**src/rtl/debounce_pkg.sv**
```systemverilog
// Shared types and constants for the push-button debouncer.
package debounce_pkg;

    typedef enum logic [1:0] {
        S_LOW  = 2'd0,
        W_HIGH = 2'd1,
        S_HIGH = 2'd2,
        W_LOW  = 2'd3
    } db_state_t;

    // 10 ms worth of stable samples at a 100 MHz board clock.
    localparam int DB_CNT_100MHZ_10MS = 1000000;

endpackage

```
**src/rtl/debounce_channel.sv**
```systemverilog
// One debounced input: 2-flop synchronizer, level-qualification FSM and
// stability counter, with registered level and edge pulses.
module debounce_channel
    import debounce_pkg::*;
#(
    parameter int CNT_MAX = DB_CNT_100MHZ_10MS
) (
    input  logic clk,
    input  logic rst_n,
    input  logic i_btn,
    output logic o_db,
    output logic o_rise,
    output logic o_fall
);

    localparam int CNT_W = $clog2(CNT_MAX + 1);
    localparam logic [CNT_W-1:0] CNT_LAST = CNT_W'(CNT_MAX - 1);

    logic             r_sync1;
    logic             r_sync2;
    db_state_t        r_state;
    logic [CNT_W-1:0] r_cnt;
    logic             r_db;
    logic             r_rise;
    logic             r_fall;

    db_state_t        w_state_nxt;
    logic [CNT_W-1:0] w_cnt_nxt;
    logic             w_db_nxt;
    logic             w_rise_nxt;
    logic             w_fall_nxt;

    always_ff @(posedge clk or negedge rst_n) begin
        if (!rst_n) begin
            r_sync1 <= 1'b0;
            r_sync2 <= 1'b0;
        end else begin
            r_sync1 <= i_btn;
            r_sync2 <= r_sync1;
        end
    end

    always_ff @(posedge clk or negedge rst_n) begin
        if (!rst_n) begin
            r_state <= S_LOW;
            r_cnt   <= '0;
            r_db    <= 1'b0;
            r_rise  <= 1'b0;
            r_fall  <= 1'b0;
        end else begin
            r_state <= w_state_nxt;
            r_cnt   <= w_cnt_nxt;
            r_db    <= w_db_nxt;
            r_rise  <= w_rise_nxt;
            r_fall  <= w_fall_nxt;
        end
    end

    // The counter only advances while the synchronized level disagrees with
    // the accepted level; any agreement sends the channel back to its stable state.
    always_comb begin
        w_state_nxt = r_state;
        w_cnt_nxt   = r_cnt;
        w_rise_nxt  = 1'b0;
        w_fall_nxt  = 1'b0;
        unique case (r_state)
            S_LOW: begin
                if (r_sync2) begin
                    w_state_nxt = W_HIGH;
                    w_cnt_nxt   = '0;
                end
            end
            W_HIGH: begin
                if (!r_sync2) begin
                    w_state_nxt = S_LOW;
                    w_cnt_nxt   = '0;
                end else if (r_cnt == CNT_LAST) begin
                    w_state_nxt = S_HIGH;
                    w_cnt_nxt   = '0;
                    w_rise_nxt  = 1'b1;
                end else begin
                    w_cnt_nxt = r_cnt + CNT_W'(1);
                end
            end
            S_HIGH: begin
                if (!r_sync2) begin
                    w_state_nxt = W_LOW;
                    w_cnt_nxt   = '0;
                end
            end
            W_LOW: begin
                if (r_sync2) begin
                    w_state_nxt = S_HIGH;
                    w_cnt_nxt   = '0;
                end else if (r_cnt == CNT_LAST) begin
                    w_state_nxt = S_LOW;
                    w_cnt_nxt   = '0;
                    w_fall_nxt  = 1'b1;
                end else begin
                    w_cnt_nxt = r_cnt + CNT_W'(1);
                end
            end
            default: begin
                w_state_nxt = S_LOW;
                w_cnt_nxt   = '0;
            end
        endcase
        w_db_nxt = (w_state_nxt == S_HIGH) || (w_state_nxt == W_LOW);
    end

    assign o_db   = r_db;
    assign o_rise = r_rise;
    assign o_fall = r_fall;

endmodule

```
**src/rtl/button_debouncer.sv**
```systemverilog
// Multi-channel button/switch conditioner: one independent debounce_channel
// per input bit.
module button_debouncer
    import debounce_pkg::*;
#(
    parameter int WIDTH   = 3,
    parameter int CNT_MAX = DB_CNT_100MHZ_10MS
) (
    input  logic             clk,
    input  logic             rst_n,
    input  logic [WIDTH-1:0] btn_in,
    output logic [WIDTH-1:0] btn_db,
    output logic [WIDTH-1:0] rise_pulse,
    output logic [WIDTH-1:0] fall_pulse
);

    if (CNT_MAX < 1) begin : g_bad_cnt_max
        $error("button_debouncer: CNT_MAX must be >= 1");
    end

    for (genvar gi = 0; gi < WIDTH; gi++) begin : g_chan
        debounce_channel #(
            .CNT_MAX (CNT_MAX)
        ) u_chan (
            .clk    (clk),
            .rst_n  (rst_n),
            .i_btn  (btn_in[gi]),
            .o_db   (btn_db[gi]),
            .o_rise (rise_pulse[gi]),
            .o_fall (fall_pulse[gi])
        );
    end

endmodule

```
**config.mk**
```make
export PLATFORM = sky130hd
export DESIGN_NAME = button_debouncer
export DESIGN_NICKNAME = d
export VERILOG_FILES = /design/src/rtl/debounce_pkg.sv /design/src/rtl/debounce_channel.sv /design/src/rtl/button_debouncer.sv
export SDC_FILE = /design/constraint.sdc
export NUM_CORES = 1
export LEC_CHECK = 0
export CORE_MARGIN = 2
export CORE_UTILIZATION = 64
export CTS_BUF_LIST = sky130_fd_sc_hd__clkbuf_4 sky130_fd_sc_hd__clkbuf_8
export CTS_CLUSTER_DIAMETER = 120
export DETAILED_ROUTE_END_ITERATION = 10
export GPL_TIMING_DRIVEN = 0
export PLACE_DENSITY = 0.83
export SLEW_MARGIN = 20
export SYNTH_ARGS = -nofsm -noshare
export SYNTH_HDL_FRONTEND = slang
export SYNTH_HIERARCHICAL = 1
export SYNTH_SLANG_ARGS = --single-unit
```
**constraint.sdc**
```tcl
create_clock -name clk -period 2.7 [get_ports clk]
set_clock_uncertainty 0.2 [all_clocks]
set_input_delay 0.54 -clock clk [delete_from_list [all_inputs] [get_ports clk]]
set_output_delay 0.54 -clock clk [all_outputs]
set_load 0.02 [all_outputs]
```
After elaboration in Yosys (flattened, before gate mapping)
Cells that the tools add are included.
Storage, ports and cells
  flip-flop bits (word level): 81
  input port bits: 5
  output and inout bits: 9
  logic and storage cells: 111
Operators by class
  add/subtract/negate cells: 3
  equality and inequality tests: 24
  multiplexer cells: 54
  reductions and logical operators: 9
Operators with widths (count)
  20-bit two-way mux: 15
  20-bit case mux with 4 select lines: 3
  20-bit by 1-bit adder with 20-bit output (second input constant): 3
  20-bit equality test (second input constant): 3
  2-bit two-way mux: 18
  2-bit equality test (second input constant): 12
  2-bit case mux with 4 select lines: 3
  1-bit two-way mux: 15
  2-bit by 1-bit equality test with 1-bit output (second input constant): 3
  2-bit zero test: 3
  2-bit by 1-bit inequality test with 1-bit output (second input constant): 3
  2-bit inequality test (second input constant): 3
  2-bit AND reduction: 3
  1-bit logical OR: 3

Logic depth before layout (Yosys ltp)
Gate-level depths: netlist (run 1).
  depth in word-level cells: 6
  mapped depth: 7
  mapped depth without buffers: 6

Cells and area by module
The synthesis (run 1) kept the hierarchy.
Modules (own cells, without submodules)
  debounce_channel at g_chan[0].u_chan ...: instances 2, cells each 148, area each 1410.1 um^2, seq. area each 675.6 um^2
  debounce_channel at g_chan[2].u_chan: instances 1, cells each 141, area each 1396.3 um^2, seq. area each 675.6 um^2

Worst setup path after synthesis (run 1)
No wires, ideal clock.
  path kind: reg-to-reg
  from: register g_chan[0].u_chan.r_cnt[8]
  to: register g_chan[0].u_chan.r_cnt[19]
  setup time: 0.122 ns
  arrival time: 1.795 ns
  data required time: 2.378 ns
  slack: 0.583 ns
  stages on the path, launching flop included: 7
  buffers on the path: 1
  period minus slack after synthesis: 2.117 ns
  cell sequence: dfrtp_1 > or4_4 > nor4b_4 > a31o_1 > buf_6 > o21ai_1 > a32o_1
On the way
  word-level cells in the longest chain between the ends: 4
  elaborated cells on any way between the ends: 6
  classes of those cells: 1 x add/sub; 1 x eq/ne; 4 x mux
Ends and longest elaborated chain
  from (decl): line debounce_channel.sv:22  | logic [CNT_W-1:0] r_cnt;
  from (signal assigned): line debounce_channel.sv:52  | r_cnt <= w_cnt_nxt;
  20-bit by 1-bit adder with 20-bit output or 20-bit equality test (tied branches)
  20-bit two-way mux *: line debounce_channel.sv:77, debounce_channel.sv:95
  20-bit two-way mux (on tied branches): line debounce_channel.sv:92, debounce_channel.sv:74
  20-bit case mux with 4 select lines *: line debounce_channel.sv:66  | unique case (r_state)
Mark *: on every way between the ends. The rest lies on a longest branch, timed or not.
A chain may end at the register's enable or synchronous reset.

Final worst setup path (run 1)
  from: register g_chan[0].u_chan.r_cnt[6]
  to: register g_chan[0].u_chan.r_cnt[17]
The elaborated chain is that of the path after synthesis.

==> results of run 1 <==
power breakdown:
part,switching [mW],total (mW),internal (mW),leakage [nW]
registers,0.0212,1.25,1.23,1.11
clock network,0.498,0.859,0.361,0.0959
logic,0.0943,0.151,0.0567,0.787
total,0.614,2.26,1.65,1.99
cell type report:
type	instances	area [µm²]
multi-input combinational	331	2036
sequential	81	2027
fill	478	1678
timing repair buffer	15	165.2
buffer	18	127.6
clock buffer	9	123.9
tap	77	96.34
clock inverter	7	70.07
inverter	7	26.28
how the worst min path moves through the flow:
stage | from | to | cells after the start
5_1_grt | g_chan[1].u_chan/r_sync1$_DFF_PN0_ | g_chan[1].u_chan/r_sync2$_DFF_PN0_ | 0
3_3_place_gp | g_chan[1].u_chan/r_sync1$_DFF_PN0_ | g_chan[1].u_chan/r_sync2$_DFF_PN0_ | 0
4_1_cts | g_chan[1].u_chan/r_sync1$_DFF_PN0_ | g_chan[1].u_chan/r_sync2$_DFF_PN0_ | 0
3_5_place_dp | g_chan[1].u_chan/r_sync1$_DFF_PN0_ | g_chan[1].u_chan/r_sync2$_DFF_PN0_ | 0
6_report | g_chan[1].u_chan/r_sync1$_DFF_PN0_ | g_chan[1].u_chan/r_sync2$_DFF_PN0_ | 0
2_1_floorplan | rst_n | g_chan[0].u_chan/o_db$_DFF_PN0_ | 0
logic make-up (layout without fill, tap and decap cells):
family / Yosys count / after routing
DFF: 81 / 81
buffers and inverters: 25 / 56
muxes: 11 / 11
and+or+nand+nor: 190 / 190
adders and majority gates: 3 / 3
AOI/OAI and AO/OA: 119 / 119
xor gates and xnor gates: 8 / 8
worst max-delay path, delay by kind of cell (launching register included):
family	cells	cell delay [ns]
simple gates	3	1.19
flops	1	0.33
buf+inv	1	0.27
compound gates	2	0.39
sequential cells by signal, summed over array words and instances, names as in the netlist:
name and count:
g_chan.u_chan/o_rise 3, g_chan.u_chan/r_state 6, g_chan.u_chan/r_sync1 3, g_chan.u_chan/o_db 3
g_chan.u_chan/r_sync2 3, g_chan.u_chan/o_fall 3, g_chan.u_chan/r_cnt 60
per-stage QoR:
stage                     power [mW]  hold WS, ns  TNS, ns  util [%]
final                          2.263       0.1566        0     73.58
after CTS                      2.287       0.1605        0     73.58
after detailed placement       1.427       0.1373        0     70.36
after global routing           2.358       0.1639        0     73.58
after global placement         1.418       0.1346  -153.96     69.97
after floorplan                1.365      0.04441        0         -
synth_stat cells, types with 3 or more instances:
master | count | area share [%]
sky130_fd_sc_hd__o21ai_0 | 14 | 1.7
sky130_fd_sc_hd__a31oi_1 | 24 | 3.6
sky130_fd_sc_hd__nor4_1 | 9 | 1.3
sky130_fd_sc_hd__nor3_1 | 9 | 1.1
sky130_fd_sc_hd__a22o_1 | 9 | 1.9
sky130_fd_sc_hd__nor2_1 | 21 | 1.9
sky130_fd_sc_hd__nand3_1 | 38 | 4.5
sky130_fd_sc_hd__o21ai_1 | 12 | 1.4
sky130_fd_sc_hd__mux2i_1 | 4 | 0.95
sky130_fd_sc_hd__xor2_1 | 5 | 1.0
sky130_fd_sc_hd__a21o_1 | 11 | 2.0
sky130_fd_sc_hd__and3_1 | 9 | 1.3
sky130_fd_sc_hd__and2_1 | 7 | 1.0
sky130_fd_sc_hd__buf_2 | 3 | 0.36
sky130_fd_sc_hd__xnor2_1 | 3 | 0.62
sky130_fd_sc_hd__mux2_2 | 7 | 1.9
sky130_fd_sc_hd__nand2b_1 | 3 | 0.45
sky130_fd_sc_hd__buf_4 | 3 | 0.53
sky130_fd_sc_hd__clkbuf_1 | 6 | 0.53
sky130_fd_sc_hd__or2_2 | 3 | 0.45
sky130_fd_sc_hd__nand4_1 | 14 | 2.1
sky130_fd_sc_hd__buf_6 | 6 | 1.6
sky130_fd_sc_hd__ha_1 | 3 | 0.89
sky130_fd_sc_hd__o31ai_1 | 4 | 0.71
sky130_fd_sc_hd__nor3b_1 | 6 | 1.1
sky130_fd_sc_hd__nand2_1 | 52 | 4.6
sky130_fd_sc_hd__dfrtp_1 | 81 | 48
sky130_fd_sc_hd__inv_1 | 7 | 0.62
sky130_fd_sc_hd__a21oi_1 | 30 | 3.6
sky130_fd_sc_hd__o22ai_1 | 5 | 0.74
metal layers:
layer  vias up  wire length (µm)
li1       1692                 -
met1      1706              3985
met2       124              4228
met3        21               463
met4         0               168
met5         -                 0
==> results.txt, run 1 <==
For met3 alone, demand over resource in global routing was 6.031%. The clock passes through at most 2 buffers. The Yosys step of the flow raised 6 warnings.

The H-tree was split into 3 levels. The number of DRC markers after the initial detailed-route iteration came out at 267. The run finished with clean final reports. Max-cap violations in this run came to 0. Across all setup checks in the final design, the least slack found is 0.2111 ns. After synthesis, the share of cell area in mux cells is 2.819%.

TritonCTS built the clock tree. The HPWL after detailed placement is 6.077 mm. The synthesized netlist devotes 25.13% of its cell area to simple gates. The die is 85.17 µm wide. For the number of global-route vias before repair, the log shows 3,346. The tools report the launching point of the worst reg2reg path as g_chan[0].u_chan/r_cnt[6]$_DFFE_PN0P_.

Dividing the final minimum period by the clock period gives 92.18%. Headroom to the max-slew limit came out at 34.70%. Traced cell by cell, the critical path runs through clkbuf_1, nand4_1, nor4_1, nand4_1, a21o_1, a21o_1.

In this run, distinct cell masters in the synthesized netlist total 49. Row generation in the floorplan step produced 29 rows. The run gives 545 as the number of standard cells in the layout, taps in and fillers out. In this run the worst setup path terminates at g_chan[0].u_chan/r_cnt[17]$_DFFE_PN0P_. Clock-pin slew was measured on the worst setup and hold paths at 0.10 ns. The adder-cell area share of the yosys netlist is 0.8902%. In this run, post-CTS repair resized a total of 0 instances. The worst setup path is of the reg2reg kind.

The global routing usage on met1 is 34.29%, and the maximum vdd drop is 0.4687 mV. The sequential area share after synthesis is 48.07%. The library cell used most frequently in the layout, excluding fill and tap cells, is sky130_fd_sc_hd__dfrtp_1. In this run the register-to-register setup slack is 0.21 ns. The top cell types in the final layout, fill and taps aside, are 81 x sky130_fd_sc_hd__dfrtp_1, 52 x sky130_fd_sc_hd__nand2_1, 38 x sky130_fd_sc_hd__nand3_1. The area of the core was 0.006350 mm²; the via count of the routed design was 3,543. The first detailed-routing pass ran for 7 iterations. The tools report the global-route usage over all layers as 25.87%. Counting every sink on the clock net gives 81. Tracing the worst setup path back leads to its startpoint at g_chan[0].u_chan/r_cnt[6]$_DFFE_PN0P_.

The final layout contains routed wiring with a total length of 8.846 mm. In this run the power density over the cells is 484.5 mW/mm². The boundary pin count was 14; the final setup violation count was 0. Data arrives at the worst endpoint at 2.55 ns. Once the clock tree was built, the setup fixing pass inserted 0 buffers.

The master of the slowest instance on the critical path was sky130_fd_sc_hd__nor4_1. The number of cells on the worst reg-to-reg path is 6. Root cell of the clock tree: sky130_fd_sc_hd__clkbuf_8. Number of nets in the finished design: 471. The floorplan die area is 0.007254 mm². Most used routing layer: met2.

The number of pins with negative max-slew slack in the final report is 0, and the transition time at the pin with the least slew margin is 0.9705 ns. Kind of start point of the critical path: a flop. The number of antenna diodes in the final layout is 0. The synthesized netlist devotes 1.662% of its cell area to XOR and XNOR gates. The synthesized-area fraction occupied by ao, oa, aoi and oai cells is 17.77%, and the overall overflow remaining after global route is 0. Once layout is done, the placed cells without fillers occupy 0.004672 mm².

The cell area after synthesis came out at 0.004217 mm². The ratio of cells with drive above 1 in the final layout is 11.32%. The data required time of the worst path was 2.76 ns; the die outline height was 85.17 µm.

After synthesis, the mean cell area works out to 9.649 µm². Synthesized instance count: 437. In this run the critical register-to-register path is captured at g_chan[0].u_chan/r_cnt[17]$_DFFE_PN0P_.

Counting I/O delays and the setup requirement, the final critical path takes 2.489 ns. The net count of the mapped netlist was 445; the wire length of the first global-routing pass was 15.07 mm. The number of cells in the design after placement was 528; the signed area change from the synthesized netlist to the final layout was 10.80%. In the final routed layout, each cell accounts on average for 16.23 µm.

The worst stage delay on the critical path was 0.77 ns; the count of input and output buffers was 13. Entering global routing, the biggest net connects 53 pins. After detailed routing, the number of vias per cell comes to 6.501. The maximum operating frequency was 401.8 MHz. Number of antenna violations at the first check in global routing: 0. After synthesis the netlist holds a flip-flop and latch count of 81. For the hold violation count in the final report, the log shows 0. Summed over all cells, the static leakage comes to 1.989 nW.

For the hold buffer count at cts, the log shows 1. Top flip-flop cell by instance count after synthesis: sky130_fd_sc_hd__dfrtp_1. Routability-driven placement finished with a final weighted congestion of 0.8743.

The worst setup path is captured at a flop. Yosys mapped a number of flops with a built-in enable equal to 0. The tools report the detailed-route DRC error count as 0. The tools report the clock buffer count from CTS as 9.

Worst min-delay path category: reg2reg. Global routing used 41.26% of the available met2 tracks. Worst-skew pair later-pin latency: 0.36 ns.

For the post-route antenna net violation count, the log shows 0. By area, the combinational part of the netlist is dominated by simple AND/OR/NAND/NOR gates. The tools report the post-detailed-placement cell area as 0.004468 mm².

For this configuration, the core starts out at a cell density of 66.40%. Setup repair after global routing left no endpoint under its margin. Before CTS, the worst setup slack after placement is 0.3710 ns. After synthesis, the share of flip-flops with an asynchronous set or reset is 100.0%. Peak fanout along the critical path: 8.
Power figures use the tool's default switching activity.
==> run 2: changes to the inputs <==
--- a/config.mk
+++ b/config.mk
@@ -6,12 +6,13 @@
 export NUM_CORES = 1
 export LEC_CHECK = 0
 export CORE_MARGIN = 2
-export CORE_UTILIZATION = 64
+export CORE_UTILIZATION = 66
 export CTS_BUF_LIST = sky130_fd_sc_hd__clkbuf_4 sky130_fd_sc_hd__clkbuf_8
 export CTS_CLUSTER_DIAMETER = 120
 export DETAILED_ROUTE_END_ITERATION = 10
+export DONT_BUFFER_PORTS = 1
 export GPL_TIMING_DRIVEN = 0
-export PLACE_DENSITY = 0.83
+export PLACE_DENSITY = 0.82
 export SLEW_MARGIN = 20
 export SYNTH_ARGS = -nofsm -noshare
 export SYNTH_HDL_FRONTEND = slang
==> results.txt, run 2 (same netlist as run 1, synthesis figures left out) <==
The path class of the tightest hold or removal check is reg2reg. The largest registers in the layout are g_chan.u_chan/r_cnt (60), g_chan.u_chan/r_state (6). The tools report the initial core utilization as 67.17% (+0.77 points). Data required time of the worst path: 2.74 ns (-0.02 ns). Root cell of the clock tree: sky130_fd_sc_hd__clkbuf_8. Most common cell after layout, fill and taps aside: sky130_fd_sc_hd__dfrtp_1. Counting flops per register, the top entry is g_chan.u_chan/r_cnt. The final instance area is 0.004583 mm² (-1.9%), and the post-route antenna net violation count is 0 (unchanged). The number of global-route vias before repair came out at 3,348 (+0.060%). The run gives 5 (-2) as the length of the first detailed-routing pass in iterations. The run gives 0.35 ns (about the same) as the worst-skew pair later-pin latency.

The die width was 83.93 µm (-1.5%). For the largest net degree at the start of global routing, the log shows 82 (+55%). The library cells used most frequently in the layout, excluding fill and tap cells, are 81 x sky130_fd_sc_hd__dfrtp_1, 52 x sky130_fd_sc_hd__nand2_1, 38 x sky130_fd_sc_hd__nand3_1.

The worst setup path is captured at a flop. The number of cell rows was 29 (unchanged); the maximum vdd drop was 0.5162 mV (+10%). The start-to-end type of the worst setup path was reg2reg. The cell depth of the worst flop-to-flop path was 6 (unchanged). The share of the clock period used by the worst path works out to 90.24% (-1.9 points). Among cell families on the critical path, the largest total delay comes from simple AND/OR/NAND/NOR gates.

The number of DRC markers after the initial detailed-route iteration was 340 (+27%). The worst register-to-register path begins at g_chan[0].u_chan/r_cnt[6]$_DFFE_PN0P_. The boundary pin count is 14 (unchanged), and the antenna diode count is 0 (unchanged). The largest individual stage delay along the critical path comes from the cell sky130_fd_sc_hd__nor4_1.

The number of clock sinks seen by CTS was 81 (unchanged). The tools report the detailed-route DRC error count as 0 (unchanged). The run gives 9 (unchanged) as the clock buffer count from CTS. The buffers inserted during post-CTS setup optimization is 0 (unchanged). The run gives 0 (unchanged) as the number of antenna violations at the first check in global routing. The maximum operating frequency is 410.4 MHz (+2.2%). For the via count of the routed design, the log shows 3,493 (-1.4%).

For the number of nets in the finished design, the log shows 461 (-2.1%). The post-route setup TNS was 0 ns (unchanged); the worst path arrival time was 2.47 ns (-0.08 ns). For the deepest level of the CTS H-tree, the log shows 3 (unchanged).

The critical path ends at g_chan[0].u_chan/r_cnt[17]$_DFFE_PN0P_. Headroom to the max-slew limit: 43.37% (+8.7 points). The count of cell instances traversed by the critical path is 6 (unchanged), and the final setup violation count is 0 (unchanged). The die outline height was 83.93 µm (-1.5%). TritonCTS built the clock tree. Number of pins with negative max-slew slack in the final report: 0 (unchanged).

The buffer levels on the longest clock path is 2 (unchanged), and the number of max-cap violations is 0 (unchanged). The transition time at the pin with the least slew margin works out to 0.8417 ns (-0.1288 ns). HPWL after detailed placement: 5.872 mm (-3.4%).

Traced cell by cell, the critical path runs through clkbuf_1, nand4_1, nor4_1, nand4_1, a21o_1, a21o_1. The floorplan die area is 0.007044 mm² (-2.9%). The post-route minimum period is 2.437 ns (-0.05241 ns). The count of input and output buffers was 0 (-13). The total buffers and inverters traversed by the critical path works out to 1 (unchanged). The area growth from synthesis to layout is 8.694%. The total power divided by cell area is 499.2 mW/mm² (+3.0%), and the post-detailed-placement cell area is 0.004313 mm² (-3.5%).

The kind of start point of the critical path is a flop. The peak fanout along the critical path is 8 (unchanged), and the wire length of the first global-routing pass is 15.37 mm (+2.0%). The routed wire length per instance was 16.32 µm (+0.52%); the flip-flop count of the largest register after layout was 60 (unchanged). The ratio of cells with drive above 1 in the final layout is 11.35% (+0.029 points), and the overall overflow remaining after global route is 0 (unchanged). The leakage power of the design is 1.962 nW (-1.3%), and the clock-pin slew reported for the worst setup and hold paths after clock tree synthesis is 0.08 ns (-0.02 ns). The area of the core was 0.006277 mm² (-1.1%); the reg-to-reg setup timing slack was 0.26 ns (+0.05 ns). The run finished with clean final reports. The most critical setup path has its startpoint at g_chan[0].u_chan/r_cnt[6]$_DFFE_PN0P_. The worst stage delay on the critical path works out to 0.68 ns (-0.09 ns). Setup repair after global routing left no endpoint under its margin. The endpoint of the lowest-slack register-to-register path is g_chan[0].u_chan/r_cnt[17]$_DFFE_PN0P_. The logs give 26.67% (+0.80 points) for the global-route usage over all layers and 8.729 mm (-1.3%) for the total detailed-routing wirelength. The hold violation count in the final report is 0 (unchanged), and the routability congestion estimate from global placement is 0.8659 (-0.96%). Detail-routed via count per cell: 6.529 (+0.43%).
[run 2: cell count changes in the layout (fill, tap and decap cells not counted), moves of 3 or more]
cell and delta:
sky130_fd_sc_hd__inv_6 -3, sky130_fd_sc_hd__dlygate4sd3_1 +3, sky130_fd_sc_hd__clkdlybuf4s50_1 -12, sky130_fd_sc_hd__clkinv_4 +4
[run 2: metrics by stage]
stage	hold WS (ns)	power [mW]	utilization, %	cells	setup slack, ns
5_1_grt	0.1658	2.387	73.01	535	0.1032
2_1_floorplan	0.04441	1.365	-	437	0.5833
3_5_place_dp	0.04633	1.395	68.71	514	0.3834
3_3_place_gp	0.04633	1.388	68.71	514	0.3845
4_1_cts	0.002209	2.313	72.85	534	0.3376
6_report	0.1541	2.288	73.01	535	0.2635
[run 2: area by class of cell]
class	count	area, µm²
Buffer	18	127.6
Tap cell	77	96.34
Clock buffer	9	123.9
Clock inverter	7	78.83
Inverter	7	26.28
Multi-Input combinational cell	331	2036
Fill cell	444	1694
Timing Repair Buffer	5	67.56
Sequential cell	81	2027
[run 2: where the power goes]
| part | internal [mW] | switching [mW] | leakage (nW) |
|---|---|---|---|
| Sequential | 1.23 | 0.0227 | 1.11 |
| Clock | 0.435 | 0.449 | 0.104 |
| Combinational | 0.0549 | 0.0944 | 0.752 |
[run 2: how the worst min path moves through the flow]
stage / slack [ns] / startpoint / endpoint / cells past startpoint
after floorplan: 0.04 / rst_n / g_chan[0].u_chan/o_db$_DFF_PN0_ / 0
after global placement: 0.05 / rst_n / g_chan[2].u_chan/r_cnt[8]$_DFFE_PN0P_ / 0
after detailed placement: 0.05 / rst_n / g_chan[2].u_chan/r_cnt[9]$_DFFE_PN0P_ / 0
after CTS: 0.002 / btn_in[2] / g_chan[2].u_chan/r_sync1$_DFF_PN0_ / 0
after global routing: 0.17 / g_chan[1].u_chan/r_sync1$_DFF_PN0_ / g_chan[1].u_chan/r_sync2$_DFF_PN0_ / 0
final: 0.15 / g_chan[1].u_chan/r_sync1$_DFF_PN0_ / g_chan[1].u_chan/r_sync2$_DFF_PN0_ / 0
[run 2: timing repair]
action | in CTS | in global routing
hold endpoints to repair | 83 | 1
gates resized for setup | 0 | 0
hold buffers | 4 | 1
[run 2: routing by layer]
layer	GRT usage, %	routed length [µm]	vias to the layer above
li1	-	-	1678
met1	36.95	3985	1658
met2	41.02	4065	136
met3	6.034	487	21
met4	10.70	191	0
met5	0	0	-
